[src/rtl/i2c_target_frontend_if.sv]
// Pin-level and byte-delivery signals of the I2C target front end.
// slave = the front end itself, master = bus model / downstream consumer.
interface i2c_target_frontend_if;
  logic       scl_in;
  logic       sda_in;
  logic       sda_oe;
  logic [7:0] data_byte;
  logic       data_valid;
  logic       start_pulse;
  logic       stop_pulse;
  logic       addressed;

  modport slave (
    input  scl_in, sda_in,
    output sda_oe, data_byte, data_valid, start_pulse, stop_pulse, addressed
  );

  modport master (
    output scl_in, sda_in,
    input  sda_oe, data_byte, data_valid, start_pulse, stop_pulse, addressed
  );
endinterface

[src/rtl/i2c_target_frontend.sv]
// Bit-level I2C write-only target: sync, START/STOP detect, address match, byte shift, ACK.
// Define I2C_GLITCH_FILTER_EN to add a 3-sample glitch filter after the synchronisers.
module i2c_target_frontend #(
  parameter logic [6:0] TARGET_ADDR = 7'h2A,
  parameter int         SYNC_STAGES = 2
) (
  input  logic                  clk,
  input  logic                  reset,
  i2c_target_frontend_if.slave  bus
);

  typedef enum logic [2:0] {IDLE, ADDR, ADDR_ACK, DATA, DATA_ACK, IGNORE} state_t;

  // Synchronisers preset high so reset looks like an idle bus.
  logic [SYNC_STAGES-1:0] scl_sync, sda_sync;
  always_ff @(posedge clk) begin
    if (reset) begin
      scl_sync <= '1;
      sda_sync <= '1;
    end else begin
      scl_sync <= {scl_sync[SYNC_STAGES-2:0], bus.scl_in};
      sda_sync <= {sda_sync[SYNC_STAGES-2:0], bus.sda_in};
    end
  end

  logic [1:0] raw, line;
  assign raw = {sda_sync[SYNC_STAGES-1], scl_sync[SYNC_STAGES-1]};

`ifdef I2C_GLITCH_FILTER_EN
  // Output follows the input only once three consecutive samples agree.
  logic [1:0] hist0, hist1, flt_q;
  for (genvar i = 0; i < 2; i++) begin : g_flt
    assign line[i] = (raw[i] == hist0[i] && raw[i] == hist1[i]) ? raw[i] : flt_q[i];
  end
  always_ff @(posedge clk) begin
    if (reset) begin
      hist0 <= '1;
      hist1 <= '1;
      flt_q <= '1;
    end else begin
      hist0 <= raw;
      hist1 <= hist0;
      flt_q <= line;
    end
  end
`else
  assign line = raw;
`endif

  logic scl_s, sda_s, scl_q, sda_q;
  assign scl_s = line[0];
  assign sda_s = line[1];

  always_ff @(posedge clk) begin
    if (reset) begin
      scl_q <= 1'b1;
      sda_q <= 1'b1;
    end else begin
      scl_q <= scl_s;
      sda_q <= sda_s;
    end
  end

  logic scl_rise, scl_fall, start_det, stop_det;
  assign scl_rise  =  scl_s & ~scl_q;
  assign scl_fall  = ~scl_s &  scl_q;
  assign start_det =  scl_s &  scl_q &  sda_q & ~sda_s;
  assign stop_det  =  scl_s &  scl_q & ~sda_q &  sda_s;

  state_t     state, state_n;
  logic [2:0] bit_cnt, bit_cnt_n;
  logic [7:0] shift, shift_n;
  logic       ack_drive, ack_n;
  logic       addressed_n, valid_n, start_n, stop_n;
  logic [7:0] byte_n;

  always_ff @(posedge clk) begin
    if (reset) begin
      state           <= IDLE;
      bit_cnt         <= '0;
      shift           <= '0;
      ack_drive       <= 1'b0;
      bus.addressed   <= 1'b0;
      bus.data_byte   <= '0;
      bus.data_valid  <= 1'b0;
      bus.start_pulse <= 1'b0;
      bus.stop_pulse  <= 1'b0;
    end else begin
      state           <= state_n;
      bit_cnt         <= bit_cnt_n;
      shift           <= shift_n;
      ack_drive       <= ack_n;
      bus.addressed   <= addressed_n;
      bus.data_byte   <= byte_n;
      bus.data_valid  <= valid_n;
      bus.start_pulse <= start_n;
      bus.stop_pulse  <= stop_n;
    end
  end

  always_comb begin
    state_n   = state;
    bit_cnt_n = bit_cnt;
    shift_n   = shift;
    if (start_det) begin
      state_n   = ADDR;
      bit_cnt_n = '0;
    end else if (stop_det) begin
      state_n   = IDLE;
      bit_cnt_n = '0;
    end else begin
      case (state)
        ADDR, DATA: if (scl_rise) begin
          shift_n   = {shift[6:0], sda_s};
          bit_cnt_n = bit_cnt + 3'd1;
          if (bit_cnt == 3'd7) begin
            if (state == DATA)
              state_n = DATA_ACK;
            else if (shift_n[7:1] == TARGET_ADDR && !shift_n[0])
              state_n = ADDR_ACK;
            else
              state_n = IGNORE;
          end
        end
        // Second SCL fall of the ACK phase closes the 9th clock.
        ADDR_ACK, DATA_ACK: if (scl_fall && ack_drive) begin
          state_n   = DATA;
          bit_cnt_n = '0;
        end
        default: ;
      endcase
    end
  end

  always_comb begin
    ack_n       = ack_drive;
    addressed_n = bus.addressed;
    byte_n      = bus.data_byte;
    valid_n     = 1'b0;
    start_n     = start_det;
    stop_n      = stop_det & ~start_det;
    if (start_det || stop_det) begin
      ack_n       = 1'b0;
      addressed_n = 1'b0;
    end else begin
      case (state)
        ADDR_ACK, DATA_ACK: if (scl_fall) begin
          ack_n = ~ack_drive;
          if (!ack_drive) addressed_n = 1'b1;
        end
        DATA: if (scl_rise && bit_cnt == 3'd7) begin
          byte_n  = {shift[6:0], sda_s};
          valid_n = 1'b1;
        end
        default: ack_n = 1'b0;
      endcase
    end
  end

  // Release SDA in the very cycle a bus condition or reset is seen, not one later.
  assign bus.sda_oe = ack_drive & ~(start_det | stop_det | reset);

endmodule

[src/flat_wrapper.sv]
// flat-port wrapper written by rule: the top's interface ports become plain ports
module i2c_target_frontend_flat 
#(
  parameter logic [6:0] TARGET_ADDR = 7'h2A,
  parameter int         SYNC_STAGES = 2
)
  (clk, reset, bus_scl_in, bus_sda_in, bus_sda_oe, bus_data_byte, bus_data_valid, bus_start_pulse, bus_stop_pulse, bus_addressed);
  i2c_target_frontend_if bus_i ();
  input  logic clk;
  input  logic reset;
  input wire logic [$bits(bus_i.scl_in)-1:0] bus_scl_in;
  input wire logic [$bits(bus_i.sda_in)-1:0] bus_sda_in;
  output wire logic [$bits(bus_i.sda_oe)-1:0] bus_sda_oe;
  output wire logic [$bits(bus_i.data_byte)-1:0] bus_data_byte;
  output wire logic [$bits(bus_i.data_valid)-1:0] bus_data_valid;
  output wire logic [$bits(bus_i.start_pulse)-1:0] bus_start_pulse;
  output wire logic [$bits(bus_i.stop_pulse)-1:0] bus_stop_pulse;
  output wire logic [$bits(bus_i.addressed)-1:0] bus_addressed;
  assign bus_i.scl_in = bus_scl_in;
  assign bus_i.sda_in = bus_sda_in;
  assign bus_sda_oe = bus_i.sda_oe;
  assign bus_data_byte = bus_i.data_byte;
  assign bus_data_valid = bus_i.data_valid;
  assign bus_start_pulse = bus_i.start_pulse;
  assign bus_stop_pulse = bus_i.stop_pulse;
  assign bus_addressed = bus_i.addressed;
  i2c_target_frontend #(.TARGET_ADDR(TARGET_ADDR), .SYNC_STAGES(SYNC_STAGES)) u_core (.clk(clk), .reset(reset), .bus(bus_i));
endmodule
[config.mk]
export PLATFORM = sky130hd
export DESIGN_NAME = i2c_target_frontend_flat
export DESIGN_NICKNAME = d
export VERILOG_FILES = /design/src/rtl/i2c_target_frontend_if.sv /design/src/rtl/i2c_target_frontend.sv /design/src/flat_wrapper.sv
export SDC_FILE = /design/constraint.sdc
export NUM_CORES = 1
export LEC_CHECK = 0
export ABC_AREA = 1
export CELL_PAD_IN_SITES_DETAIL_PLACEMENT = 2
export CELL_PAD_IN_SITES_GLOBAL_PLACEMENT = 2
export CORE_MARGIN = 1
export CORE_UTILIZATION = 31
export DETAILED_ROUTE_END_ITERATION = 7
export PLACE_DENSITY_LB_ADDON = 0.1
export SYNTH_ARGS = -nofsm -noshare
export SYNTH_HDL_FRONTEND = slang
export SYNTH_SLANG_ARGS = --single-unit
[constraint.sdc]
create_clock -name clk -period 1.8 [get_ports clk]
set_input_delay 0.27 -clock clk [delete_from_list [all_inputs] [get_ports clk]]
set_output_delay 0.27 -clock clk [all_outputs]
set_load 0.005 [all_outputs]
==> results.json <==
{
  "powerDensity_mw_per_mm2": 1000,
  "netlist_top_cells_count": "dfxtp_1, nand2_1, nor2_1, inv_1, a21oi_1",
  "cts_inserted_buffers": 5,
  "grt_pass1_vias": 1330,
  "cts_tree": "yes",
  "status": "completed",
  "critPathArrivalTime_ps": 1430,
  "max_stage_delay_ps": 320,
  "wl_um": 3710,
  "start_util_pct": 32.4,
  "fin_area_mm2": 0.00168,
  "place_inst": 239,
  "antennaDiodeCount": 0,
  "htreeDepth": 2,
  "cp_common_cell": "inv_1",
  "first_pass_iters": 2,
  "fillers": 459,
  "skew_ps": 4.10,
  "min_period_ps": 1700,
  "yosysTopAreaCell": "dfxtp_1",
  "io_pins": 17,
  "place_area_mm2": 0.00157,
  "grt-ovfl-total": 0,
  "synth_warnings": 0,
  "max-cap-violations": 0,
  "cts_buffer_depth": 2,
  "async_flop_share_pct": 0,
  "dpl.hpwl_um": 2710,
  "drc": 0,
  "cp_max_fo": 2,
  "synth_nets": 174,
  "max_freq_mhz": 588,
  "path_cells": "nand2_1 -> inv_1 -> nand3_2 -> nand2_2 -> nor2_4 -> inv_1 -> nor2_1 -> dlygate4sd2_1",
  "seqCellArea_um2": 642,
  "relSlewSlack_pct": 77.9,
  "synth_edf_count": 0,
  "critPathTopFamily": "simple AND/OR/NAND/NOR gates",
  "critPathCaptureType": "output port",
  "reg2reg_slack_ps": 280,
  "worst_pin_slew_ps": 330,
  "nNetsFinal": 203,
  "grt_pass1_wl_um": 6220,
  "ys_ff_latch": 32,
  "reg2reg_depth": 7,
  "finalCritPeriodShare_pct": 94.4,
  "syn-cell-area_mm2": 0.00130,
  "ys_types": 21,
  "insertion_delay_ps": 290,
  "crit_type": "register to output port",
  "layout_setup_ws_ps": 101,
  "dp_slack_ps": -74.2,
  "hold_buffers": 0,
  "final-max-slew-violation-count": 0,
  "grt_use_total_pct": 19.7,
  "synth_flop_cell": "dfxtp_1",
  "gp_congestion": 0.833,
  "viasPerCell": 4.76,
  "finalSetupViolCount": 0,
  "rows": 23,
  "multi_input_area_um2": 579,
  "setup_tns_ps": 0,
  "area_delta_synth_final_pct": 29.0,
  "hold_path.class": "register to register",
  "min_to": "u_core.sda_sync[1]",
  "grt_max_degree": 18,
  "die_w_um": 66.9,
  "ys_seq_area_share_pct": 49.1,
  "required_ps": 1530,
  "drive_gt1_share_pct": 18.7,
  "yosysMostFrequentCell": "dfxtp_1",
  "yosys-top-cells-area": "dfxtp_1, nand2_1, a21oi_1, o21ai_0, nor2_1",
  "cp-start-kind": "register",
  "yosysTopAreaCellShare_pct": 49.1,
  "holdCritStartpoint": "u_core.sda_sync[0]",
  "crit_buf_inv": 3,
  "path_clk_slew_ps": 60,
  "drtAntennaViolNets": 0,
  "p_leak_nw": 0.741,
  "fin_cells": 248,
  "antenna_found_initial": 0,
  "drtIter0Drc": 15,
  "hold_viol_final": 0,
  "die_y_um": 66.9,
  "postSynthCellCount": 168,
  "whs_path_depth": 1,
  "core_area_mm2": 0.00403,
  "ir_drop_mv": 0.481,
  "timing.rr.end": "u_core.bus.data_byte[6]",
  "root_buffer": "clkbuf_8",
  "wl_per_cell_um": 14.9,
  "crit_slowest_cell": "dfxtp_2",
  "syn_area_per_cell_um2": 7.76,
  "r2r_start": "u_core.bit_cnt[0]",
  "cts.sinks": 32,
  "port_buffers": 16,
  "vias": 1181,
  "dieArea_mm2": 0.00447
}
==> registers in the layout (all words and copies together) (netlist names) <==
name and cells:
u_core.ack_drive 1, u_core.bit_cnt 3, u_core.bus.start_pulse 1, u_core.sda_q 1, u_core.bus.addressed 1, u_core.scl_sync 2
u_core.bus.data_byte 8, u_core.sda_sync 2, u_core.scl_q 1, u_core.state 3, u_core.bus.stop_pulse 1, u_core.bus.data_valid 1
u_core.shift 7
==> worst max-delay path by stage <==
| stage | start | endpoint | slack [ps] | depth (start not counted) |
|---|---|---|---|---|
| floorplan | u_core.bit_cnt[0] | u_core.bus.data_byte[0] | 550 | 7 |
| global placement | reset | bus_sda_oe | -80 | 5 |
| detailed placement | reset | bus_sda_oe | -70 | 5 |
| CTS | u_core.scl_sync[1] | bus_sda_oe | 80 | 8 |
| global route | u_core.scl_sync[1] | bus_sda_oe | -20 | 8 |
| finish | u_core.scl_sync[1] | bus_sda_oe | 100 | 8 |
==> metal layers <==
metal  wire (um)  part of all wire (%)  global-route usage [%]  vias up
li1            -                     -                       -      589
met1        1510                    41                    20.6      573
met2        2030                    55                    35.5       14
met3         104                   2.8                    6.16        5
met4          53                   1.4                    8.78        0
met5           0                     0                       0        -
==> cell families (layout without fill, tap and decap cells) <==
logic type	Yosys count	count (layout)	share of synthesized area, %
AND/OR/NAND/NOR	74	74	27.4
AO/OA/AOI/OAI	36	36	13.8
flip-flops	32	32	49.1
buffers and inverters	24	54	7.77
adder cells (fa/ha/maj)	2	2	1.92
==> layout by cell type, fill, tap and decap left out, types with 2 or more instances in the layout <==
cell              n
a21oi_1          18
buf_4             9
clkbuf_1          2
clkbuf_8          6
clkdlybuf4s50_1  15
dfxtp_1          31
ha_1              2
inv_1            18
inv_2             2
nand2_1          29
nand2_2           3
nand2_4           2
nand3_1           6
nand3_2           3
nor2_1           20
nor2_2            2
nor2_4            4
o21ai_0          17
or2_2             4
==> worst register-to-register path: cells and delay by family, from the launching register on <==
family | cells | cell delay, ps
simple gates | 4 | 570
fa+ha+maj | 2 | 310
flops | 1 | 350
buf+inv | 1 | 160
==> where the power goes <==
| group | internal (mW) | switching [mW] | total, mW |
|---|---|---|---|
| Combinational | 0.119 | 0.230 | 0.349 |
| Sequential | 0.741 | 0.0247 | 0.766 |
| Clock | 0.311 | 0.260 | 0.572 |
| Total | 1.17 | 0.515 | 1.69 |
==> layout make-up <==
class | count | area share, %
sequential | 32 | 38.2
tap | 50 | 3.72
clock buffer | 8 | 5.36
multi-input combinational | 112 | 34.4
inverter | 21 | 4.84
timing repair buffer | 25 | 13.5
==> metrics by stage <==
step | power, mW | utilization [%] | hold WS [ps]
global placement | 1.10 | 38.9 | 405
CTS | 1.72 | 41.6 | 432
floorplan | 1.03 | - | 374
global route | 1.78 | 41.7 | 435
detailed placement | 1.13 | 38.9 | 417
finish | 1.69 | 41.7 | 429
==> what timing repair did <==
item | 4_1_cts | 5_1_grt
endpoints found under the setup margin | 1 | 1
gates resized for setup | 6 | 2
setup buffers | 1 | 0
pin swaps | 2 | 0
No activity file was read; power rests on OpenSTA's default activity.
